$ cat config.mk
export PLATFORM = sky130hd
export DESIGN_NAME = wb_gpio_irq
export DESIGN_NICKNAME = d
export VERILOG_FILES = /design/src/rtl/wb_gpio_irq.sv
export SDC_FILE = /design/constraint.sdc
export NUM_CORES = 1
export LEC_CHECK = 0
export CAP_MARGIN = 10
export CORE_ASPECT_RATIO = 1.1
export CORE_MARGIN = 4
export CORE_UTILIZATION = 49
export CTS_BUF_LIST = sky130_fd_sc_hd__clkbuf_8
export DETAILED_ROUTE_END_ITERATION = 8
export HOLD_SLACK_MARGIN = 0.03
export PLACE_DENSITY = 0.85
export SKIP_CTS_REPAIR_TIMING = 1
export SYNTH_ARGS = -nofsm -noshare
export SYNTH_HDL_FRONTEND = slang
export SYNTH_SLANG_ARGS = --single-unit
$ cat constraint.sdc
create_clock -name clock -period 2 [get_ports clock]
set_input_delay 0.3 -clock clock [delete_from_list [all_inputs] [get_ports clock]]
set_output_delay 0.3 -clock clock [all_outputs]
set_load 0.005 [all_outputs]
$ cat src/rtl/wb_gpio_irq.sv
// Wishbone classic GPIO with per-pin direction, set/clear/toggle and edge interrupts.
// Every access is acked one cycle after the strobe. Inputs take SYNC_STAGES cycles to appear in IN.
module wb_gpio_irq #(
   parameter int              WIDTH       = 8,
   parameter int              SYNC_STAGES = 2,
   parameter logic [WIDTH-1:0] RESET_OUT  = '0,
   parameter logic [WIDTH-1:0] RESET_DIR  = '0
) (
   input  logic             clock,
   input  logic             reset_n,
   input  logic             wb_cyc_i,
   input  logic             wb_stb_i,
   input  logic             wb_we_i,
   input  logic [5:0]       wb_adr_i,
   input  logic [3:0]       wb_sel_i,
   input  logic [31:0]      wb_dat_i,
   output logic [31:0]      wb_dat_o,
   output logic             wb_ack_o,
   input  logic [WIDTH-1:0] gpio_i,
   output logic [WIDTH-1:0] gpio_o,
   output logic [WIDTH-1:0] gpio_dir_o,
   output logic             irq_o
);

   localparam logic [3:0] IDX_IN      = 4'd0;
   localparam logic [3:0] IDX_OUT     = 4'd1;
   localparam logic [3:0] IDX_DIR     = 4'd2;
   localparam logic [3:0] IDX_SET     = 4'd3;
   localparam logic [3:0] IDX_CLR     = 4'd4;
   localparam logic [3:0] IDX_TGL     = 4'd5;
   localparam logic [3:0] IDX_RISE_EN = 4'd6;
   localparam logic [3:0] IDX_FALL_EN = 4'd7;
   localparam logic [3:0] IDX_STAT    = 4'd8;

   logic                              ack_q, ack_d;
   logic [31:0]                       dat_q, dat_d;
   logic [WIDTH-1:0]                  out_q, out_d;
   logic [WIDTH-1:0]                  dir_q, dir_d;
   logic [WIDTH-1:0]                  rise_en_q, rise_en_d;
   logic [WIDTH-1:0]                  fall_en_q, fall_en_d;
   logic [WIDTH-1:0]                  stat_q, stat_d;
   logic [WIDTH-1:0]                  prev_q, prev_d;
   logic [SYNC_STAGES-1:0][WIDTH-1:0] sync_q, sync_d;
   logic [1:0]                        arm_cnt_q, arm_cnt_d;
   logic                              armed_q, armed_d;
   logic                              irq_q, irq_d;

   logic             access;
   logic             wr_en;
   logic [3:0]       idx;
   logic [31:0]      sel_mask;
   logic [WIDTH-1:0] wd;
   logic [WIDTH-1:0] wm;
   logic [WIDTH-1:0] w1c;
   logic [WIDTH-1:0] sync;
   logic [WIDTH-1:0] evt;
   logic [WIDTH-1:0] rd_w;
   logic             unused_adr;

   assign unused_adr = ^wb_adr_i[1:0];

   assign access   = wb_cyc_i & wb_stb_i & ~ack_q;
   assign wr_en    = access & wb_we_i;
   assign idx      = wb_adr_i[5:2];
   assign sel_mask = {{8{wb_sel_i[3]}}, {8{wb_sel_i[2]}}, {8{wb_sel_i[1]}}, {8{wb_sel_i[0]}}};
   assign wd       = WIDTH'(wb_dat_i & sel_mask);
   assign wm       = WIDTH'(sel_mask);
   assign sync     = sync_q[SYNC_STAGES-1];

   always_comb begin
      sync_d[0] = gpio_i;
      for (int i = 1; i < SYNC_STAGES; i++) begin
         sync_d[i] = sync_q[i-1];
      end
      prev_d = sync;
      // Pins high at reset would look like a rise once the chain fills; hold off until then.
      arm_cnt_d = armed_q ? arm_cnt_q : arm_cnt_q + 2'd1;
      armed_d   = armed_q | (arm_cnt_q == 2'(SYNC_STAGES));
      evt       = armed_q ? ((sync & ~prev_q & rise_en_q) | (~sync & prev_q & fall_en_q)) : '0;
   end

   always_comb begin
      out_d     = out_q;
      dir_d     = dir_q;
      rise_en_d = rise_en_q;
      fall_en_d = fall_en_q;
      w1c       = '0;
      if (wr_en) begin
         case (idx)
            IDX_OUT:     out_d     = (out_q & ~wm) | wd;
            IDX_DIR:     dir_d     = (dir_q & ~wm) | wd;
            IDX_SET:     out_d     = out_q | wd;
            IDX_CLR:     out_d     = out_q & ~wd;
            IDX_TGL:     out_d     = out_q ^ wd;
            IDX_RISE_EN: rise_en_d = (rise_en_q & ~wm) | wd;
            IDX_FALL_EN: fall_en_d = (fall_en_q & ~wm) | wd;
            IDX_STAT:    w1c       = wd;
            default:     ;
         endcase
      end
      // A new event in the same cycle as its clear keeps the bit set.
      stat_d = (stat_q & ~w1c) | evt;
      irq_d  = |stat_q;
   end

   always_comb begin
      rd_w = '0;
      case (idx)
         IDX_IN:      rd_w = sync;
         IDX_OUT:     rd_w = out_q;
         IDX_DIR:     rd_w = dir_q;
         IDX_RISE_EN: rd_w = rise_en_q;
         IDX_FALL_EN: rd_w = fall_en_q;
         IDX_STAT:    rd_w = stat_q;
         default:     rd_w = '0;
      endcase
      ack_d = access;
      dat_d = (access & ~wb_we_i) ? 32'(rd_w) : 32'd0;
   end

   always_ff @(posedge clock or negedge reset_n) begin
      if (!reset_n) begin
         ack_q     <= 1'b0;
         dat_q     <= '0;
         out_q     <= RESET_OUT;
         dir_q     <= RESET_DIR;
         rise_en_q <= '0;
         fall_en_q <= '0;
         stat_q    <= '0;
         prev_q    <= '0;
         sync_q    <= '0;
         arm_cnt_q <= '0;
         armed_q   <= 1'b0;
         irq_q     <= 1'b0;
      end else begin
         ack_q     <= ack_d;
         dat_q     <= dat_d;
         out_q     <= out_d;
         dir_q     <= dir_d;
         rise_en_q <= rise_en_d;
         fall_en_q <= fall_en_d;
         stat_q    <= stat_d;
         prev_q    <= prev_d;
         sync_q    <= sync_d;
         arm_cnt_q <= arm_cnt_d;
         armed_q   <= armed_d;
         irq_q     <= irq_d;
      end
   end

   assign wb_ack_o   = ack_q;
   assign wb_dat_o   = dat_q;
   assign gpio_o     = out_q;
   assign gpio_dir_o = dir_q;
   assign irq_o      = irq_q;

endmodule

# ---- Word-level counts from Yosys, hierarchy flattened
# Index checks and enable logic that the tools add are counted.
# W data, S select, Z words.
dict set report word_totals {
  reg_bits 77
  word_cells 67
  output_inout_bits 50
  input_bits 55
}
dict set report classes {
  addsub 1
  eq_ne 9
  bitwise 31
  n_mux 6
  n_reduce_logical 7
}
# operator count
set op_table {}
lappend op_table {{$and A8 B8 Y8} 11}
lappend op_table {{$or A8 B8 Y8} 7}
lappend op_table {{$pmux W8 S6} 1}
lappend op_table {{$not A8 Y8} 5}
lappend op_table {{$mux W8} 4}
lappend op_table {{$pmux W8 S4} 1}
lappend op_table {{$eq A4 B3 Y1 const B} 4}
lappend op_table {{$eq A4 B2 Y1 const B} 2}
lappend op_table {{$reduce_and A2 Y1} 4}
lappend op_table {{$reduce_or A8 Y1} 1}
lappend op_table {{$xor A8 B8 Y8} 1}
lappend op_table {{$and A1 B1 Y1} 4}
lappend op_table {{$eq A4 B1 Y1 const B} 1}
lappend op_table {{$eq A4 B4 Y1 const B} 1}
lappend op_table {{$logic_not A4 Y1} 1}
lappend op_table {{$reduce_bool A4 Y1} 1}
lappend op_table {{$add A2 B1 Y2 const B} 1}
lappend op_table {{$eq A2 B2 Y1 const B} 1}
lappend op_table {{$not A1 Y1} 2}
lappend op_table {{$or A1 B1 Y1} 1}

# ---- Longest topological paths before layout
# Gate-level depths: netlist (run 1).
dict set report depth {
  depth_word 7
  depth_mapped 6
  mapped_depth_nobuf 5
}

# ---- Worst setup path after synthesis (run 1)
# Ideal clock, no wire load.
dict set report synth_timing {
  kind {reg-to-reg}
  startpoint {reg ack_q, in the netlist wb_ack_o}
  endpoint {reg with a tool-made name}
  n_path_buf 1
  t_arrival_ns 1.511
  t_required_ns 1.875
  period_less_slack_ns 1.636
  path_slack_ns 0.364
  stages_incl_launch_ff 5
  path_cell_list {dfrtp_1 > and4b_1 > clkbuf_1 > nand3_1 > mux2_2}
}
# element line_no
set synth_rtl {}
lappend synth_rtl {{from (decl)} 35} ;# logic ack_q, ack_d;
lappend synth_rtl {{from (signal assigned)} 136} ;# ack_q <= ack_d;

# ---- Worst setup path after layout (run 1)
dict set report layout_timing {
  startpoint {in wb_adr_i[4]}
  endpoint {reg stat_q[2]}
}
dict set report layout_via {
  elab_chain_cells 6
}
# element line_no
set layout_rtl {}
lappend layout_rtl {{from (decl)} 14} ;# input logic [5:0] wb_adr_i,
lappend layout_rtl {{$eq A4 B4 Y1} 89} ;# case (idx)
lappend layout_rtl {{$mux W8} 89}
lappend layout_rtl {{$mux W8} 88} ;# if (wr_en) begin
lappend layout_rtl {{$not A8 Y8} 102} ;# stat_d = (stat_q & ~w1c) | evt;
lappend layout_rtl {{$and A8 B8 Y8} 102}
lappend layout_rtl {{$or A8 B8 Y8} 102}
lappend layout_rtl {{named net stat_d[2]} 41} ;# logic [WIDTH-1:0] stat_q, stat_d;
lappend layout_rtl {{to (signal assigned)} 142} ;# stat_q <= stat_d;
lappend layout_rtl {{to (decl)} 41}
# The timed path passes the listed nets, and every way through them passes these cells.
# A chain may end at the register's enable or synchronous reset.

==> reports/summary.txt, run 1 <==
Worst-Skew Late Latency - 0.36 ns
Synth Register Bits - 77
Setup Skew - 0.00755 ns
port bufs - 51
clock buffer depth - 2
status - complete, no violations
Clock H-tree levels - 3
total number of vias - 2,723
pin count of the biggest net entering global routing - 43
drt first pass iters - 5
Final Critical Period - 1.68 ns
critical path arrival - 1.92 ns
die width - 89.2 um
final core utilization - 63.9%
vias per inst - 5.96
synthesized area per cell - 12.2 um^2
first-pass GRT wire length - 13.6 mm
vias in the first global route - 2,681
fillers - 528
Antenna diodes - 0
Final nets - 431
worst vdd ir - 487 uV
total gr overflow - 0
Std-Cell Rows - 32
CORE AREA - 7050 um^2
hold_ws - 0.347 ns
1st-iter DRT viols - 296
Starting Density - 50.4%
CTS clock-pin slew for the worst setup and hold paths - 0.08 ns
critical path capture point type - flip-flop
die area - 8670 um^2
critical path peak fanout - 9
# DRC - 0
io pins - 105
Layout area overhead - 26.8%
hpwl dp - 5.97 mm
Critical Path RT - 2.24 ns
Cell variety after synth - 42
yosys warns - 0
Die Span Y - 97.3 um
CTS tree - done
cells along the critical path - clkdlybuf4s50_1 > buf_12 > nor4b_4 > and2_0 > buf_4 > nand3_1 > a22o_1
Final Hold Fails - 0
CTS Buf Count - 9
period utilization - 84.0%
Power Dens Cells - 825 nW/um^2
total track usage - 20.6%
max incr delay on CP - 0.49 ns
pins over their slew limit - 0
DR WL/cell - 18.5 um
Final Non-Filler Cells - 457
routability cong. - 0.876
# setup viols final - 0
DRT antenna net count - 0
Pwr Total - 3.71 mW
Max Cap Violations - 0
Mapped Area - 3550 um^2
HP Class - flip-flop to flip-flop
share of post-route cells with drive strength above 1 - 21.5%
register-to-register setup slack - 0.38 ns
Max Fclk - 596 MHz
CTS Sinks - 77
Leak - 1.98 nW
Routed WL - 8.44 mm
unrepaired setup endpoints after global routing - false
crit path kind - primary input to flip-flop
Slew HR - 65.2%
critical path startpoint category - primary input
post-synthesis sequential area ratio - 54.3%
cell count after placement - 440
actual slew at the worst max-slew pin - 0.522 ns
Syn Inst Count - 290
initial antenna violation count - 0
root cell of the clock tree - clkbuf_8
Critical-path top delay cell - clkdlybuf4s50_1
## through the flow
step	setup slack (ns)	instance area [um^2]	setup TNS [ns]
final	0.321	4500	0
after global placement	0.0200	4270	0
after floorplan	0.364	3640	0
after global routing	0.265	4500	0
after CTS	0.348	4490	0
after detailed placement	-0.0207	4270	-0.0900
## cell families (layout without fill, tap and decap cells)
group | count (synthesis) | after routing | share of synthesized area, %
other cells | 1 | 24 | 0.106
xor+xnor | 1 | 1 | 0.247
mux | 28 | 28 | 8.78
compound gates | 71 | 71 | 14.1
fa+ha+maj | 9 | 9 | 3.17
simple gates | 66 | 66 | 12.2
flops | 77 | 77 | 54.3
buf+inv | 37 | 96 | 7.12
## worst max-delay path, delay by kind of cell
kind / cells / cell delay (ns)
buffers and inverters: 3 / 0.83
and+or+nand+nor: 3 / 0.56
AOI/OAI and AO/OA: 1 / 0.20
## power breakdown
part	internal (mW)	leakage, nW	switching, mW	total, mW
Sequential	1.72	0.963	0.164	1.88
Clock	0.734	0.112	0.564	1.30
Combinational	0.310	0.909	0.220	0.530
Total	2.76	1.98	0.949	3.71
## path summary, 6_finish.rpt
check                      depth (start not counted)         from         to
setup / recovery                                   7  wb_adr_i[4]  stat_q[2]
hold / removal                                     0   sync_d[15]  prev_d[7]
setup reg to reg                                   5     wb_ack_o  stat_q[2]
hold reg to reg                                    0   sync_d[15]  prev_d[7]
max in group asynchronous                          3      reset_n  stat_q[4]
min in group asynchronous                          2      reset_n  prev_d[3]
## routing by layer
layer | part of all wire, % | global-route usage (%) | wire length [um]
met1 | 38 | 26.2 | 3250
met2 | 50 | 32.8 | 4260
met3 | 8.2 | 4.92 | 694
met4 | 2.9 | 9.05 | 241
met5 | 0 | 0 | 0
## cells in the mapped netlist (all sizes together)
cell,count,share of area [%]
a21oi,17,2.4
a221oi,2,0.49
a222oi,5,1.4
a22o,12,3.0
a22oi,7,1.5
a31oi,1,0.18
a32oi,1,0.25
and2,2,0.39
and3,1,0.21
and4b,1,0.28
buf,33,6.7
clkbuf,3,0.32
conb,1,0.11
dfrtp,77,54
ha,9,3.2
inv,1,0.11
mux2,25,7.9
mux2i,3,0.85
nand2,21,2.2
nand3,11,2.0
nand3b,9,1.9
nand4bb,1,0.32
nor2,7,0.74
nor2b,1,0.18
nor3,1,0.14
nor3b,3,0.92
nor4,3,0.53
nor4b,3,2.0
o21ai,10,1.5
o22ai,8,1.4
o2bb2ai,8,2.0
or2,1,0.18
or3,1,0.18
xnor2,1,0.25
## layout by cell type, fill, tap and decap left out, types with 2 or more instances in the layout
| cell | netlist | routed |
|---|---|---|
| ha_1 | 9 | 9 |
| nand3b_1 | 9 | 9 |
| nor2_1 | 7 | 7 |
| o21ai_0 | 9 | 9 |
| nor4b_4 | 3 | 3 |
| nor3b_2 | 2 | 2 |
| o22ai_1 | 8 | 8 |
| a22o_1 | 12 | 12 |
| dfrtp_1 | 77 | 77 |
| a22oi_1 | 7 | 7 |
| a222oi_1 | 5 | 5 |
| nand3_1 | 9 | 9 |
| buf_4 | 25 | 23 |
| nor4_1 | 3 | 3 |
| o2bb2ai_1 | 8 | 8 |
| bufinv_16 | 0 | 2 |
| clkbuf_8 | 0 | 10 |
| clkdlybuf4s50_1 | 0 | 50 |
| mux2_2 | 25 | 25 |
| buf_12 | 0 | 5 |
| conb_1 | 1 | 24 |
| clkinv_2 | 0 | 2 |
| nand2_1 | 21 | 21 |
| a21oi_1 | 17 | 17 |
| mux2i_1 | 3 | 3 |
| a221oi_1 | 2 | 2 |
## cell type report
type                    count  area, um^2  share of cell area (%)
well taps                  85         106                    2.36
multi-input cells         199        1460                    32.4
repair buffers             79         783                    17.4
inverters                   1        3.75                  0.0834
flip-flops and latches     77        1930                    42.8
clock inverters             6        86.3                    1.92
clock buffers              10         138                    3.06
Note: power is estimated with default switching activity, not from simulation.
==> run 2, diff against run 1 <==
clock period = 1.7 ns   (was 2 ns; I/O delays follow)
==> reports/summary.txt, run 2 (synthesis results as in run 1) <==
hold path depth - 1
Final TNS setup - 0 ns
routability cong. - 0.916
critical path arrival - 1.84 ns
total track usage - 21.2%
CTS clock-pin slew for the worst setup and hold paths - 0.08 ns
1st-iter DRT viols - 314
internal power - 2.98 mW
CORE AREA - 7050 um^2
Final Hold Fails - 0
Max Fclk - 626 MHz
period utilization - 93.9%
die area - 8670 um^2
r2r worst-path depth - 4
RR Startpoint - wb_ack_o
Seq pwr share - 53.5%
total gr overflow - 0
Slew HR - 66.6%
Gate power share - 15.6%
max incr delay on CP - 0.41 ns
Worst-Skew Late Latency - 0.36 ns
worst vdd ir - 517 uV
vias per inst - 5.73
cell area after layout - 4570 um^2
Layout area overhead - 28.8%
io pins - 105
fillers - 524
critical path startpoint category - flip-flop
HP Class - primary input to flip-flop
root cell of the clock tree - clkbuf_8
hold path startpoint - gpio_i[0]
Max Cap Violations - 0
register-to-register setup slack - 0.10 ns
die width - 89.2 um
status - complete, no violations
switch share - 27.7%
drt first pass iters - 7
actual slew at the worst max-slew pin - 0.501 ns
share of post-route cells with drive strength above 1 - 25.1%
crit path kind - flip-flop to flip-flop
Final Critical Period - 1.60 ns
cells along the critical path - and4b_1 > buf_4 > nand3_4 > mux2_2
Top delay family on crit path - simple AND/OR/NAND/NOR gates
vias in the first global route - 2,791
cell count after placement - 458
pins over their slew limit - 0
unrepaired setup endpoints after global routing - false
Leak - 2.04 nW
Critical Path RT - 1.95 ns
# DRC - 0
initial antenna violation count - 0
Final nets - 449
Final Non-Filler Cells - 475
commonest non-fill, non-tap cells in the layout - dfrtp_1 (77), clkdlybuf4s50_1 (50), buf_4 (43), mux2_2 (25), conb_1 (24)
Clock Power Share - 30.9%
Die Span Y - 97.3 um
CP Buf/Inv Count - 1
DR WL/cell - 17.6 um
Critical-path top delay cell - dfrtp_1
Std-Cell Rows - 32
total number of vias - 2,720
CTS tree - done
hpwl dp - 6.18 mm
final core utilization - 64.9%
Clock H-tree levels - 3
WHS Endpoint - sync_d[8]
Placed Area - 4380 um^2
# setup viols final - 0
DRT antenna net count - 0
first-pass GRT wire length - 14.0 mm
critical path capture point type - flip-flop
Switch Pwr - 1.15 mW
CTS Sinks - 77
critical path peak fanout - 8
port bufs - 51
Power Dens Cells - 903 nW/um^2
CTS Buf Count - 9
Routed WL - 8.38 mm
pin count of the biggest net entering global routing - 52
Starting Density - 50.4%
commonest non-fill, non-tap cell in the layout - dfrtp_1
Setup Skew - 0.00714 ns
Antenna diodes - 0
clock buffer depth - 2
run 2: cell types whose count changed in the layout (fill, tap and decap cells not counted):
cell | before | now
and2_0 | 1 | 0
buf_4 | 23 | 43
clkinv_2 | 2 | 1
inv_6 | 0 | 1
clkinv_4 | 1 | 3
bufinv_16 | 2 | 0
and2_1 | 0 | 1
buf_12 | 5 | 3
run 2: power by group through the flow:
| stage | Combinational, mW | Sequential [mW] | Clock (mW) |
|---|---|---|---|
| global route | 0.712 | 2.23 | 1.39 |
| finish | 0.643 | 2.21 | 1.28 |
| CTS | 0.644 | 2.20 | 1.30 |
| detailed placement | 0.640 | 2.24 | 0 |
| global placement | 0.611 | 2.23 | 0 |
| floorplan | 0.345 | 2.18 | 0 |
run 2: how the worst max path moves through the flow:
stage	start	to	slack [ns]	cells after the start
2_1_floorplan	wb_ack_o	flip-flop	0.06	4
3_3_place_gp	wb_adr_i[4]	flip-flop	-0.21	5
3_5_place_dp	wb_adr_i[4]	flip-flop	-0.26	5
4_1_cts	gpio_o[6]	gpio_o[6]	0.10	1
5_1_grt	wb_adr_i[4]	stat_q[6]	0.03	7
6_report	wb_ack_o	flip-flop	0.10	4
run 2: per-stage QoR:
step / hold slack, ns / total power, mW / setup slack (ns)
finish: 0.323 / 4.13 / 0.104
global route: 0.305 / 4.33 / 0.0292
CTS: -0.191 / 4.15 / 0.100
detailed placement: 0.201 / 2.88 / -0.257
global placement: 0.199 / 2.84 / -0.212
floorplan: -0.0406 / 2.52 / 0.0642
run 2: cell type report:
class                      instances  area, um^2  share of cell area, %
inverter                           1        3.75                 0.0821
multi-input combinational        199        1460                   31.9
timing repair buffer              97         893                   19.5
clock inverter                     6        47.5                   1.04
clock buffer                      10         138                   3.01
tap                               85         106                   2.33
sequential                        77        1930                   42.1
run 2: layer usage:
layer	global-route usage, %	vias up	part of all wire, %
met2	33.5	118	50
met1	27.4	1357	40
met4	8.82	0	2.1
met3	5.43	19	8.0
li1	-	1226	-
met5	0	-	0
==> run 3, diff against run 2 <==
HOLD_SLACK_MARGIN = 0.15   (was 0.03)
==> results of run 3 <==
Same layout as run 2: the final DEF is identical, and so are final timing and power.
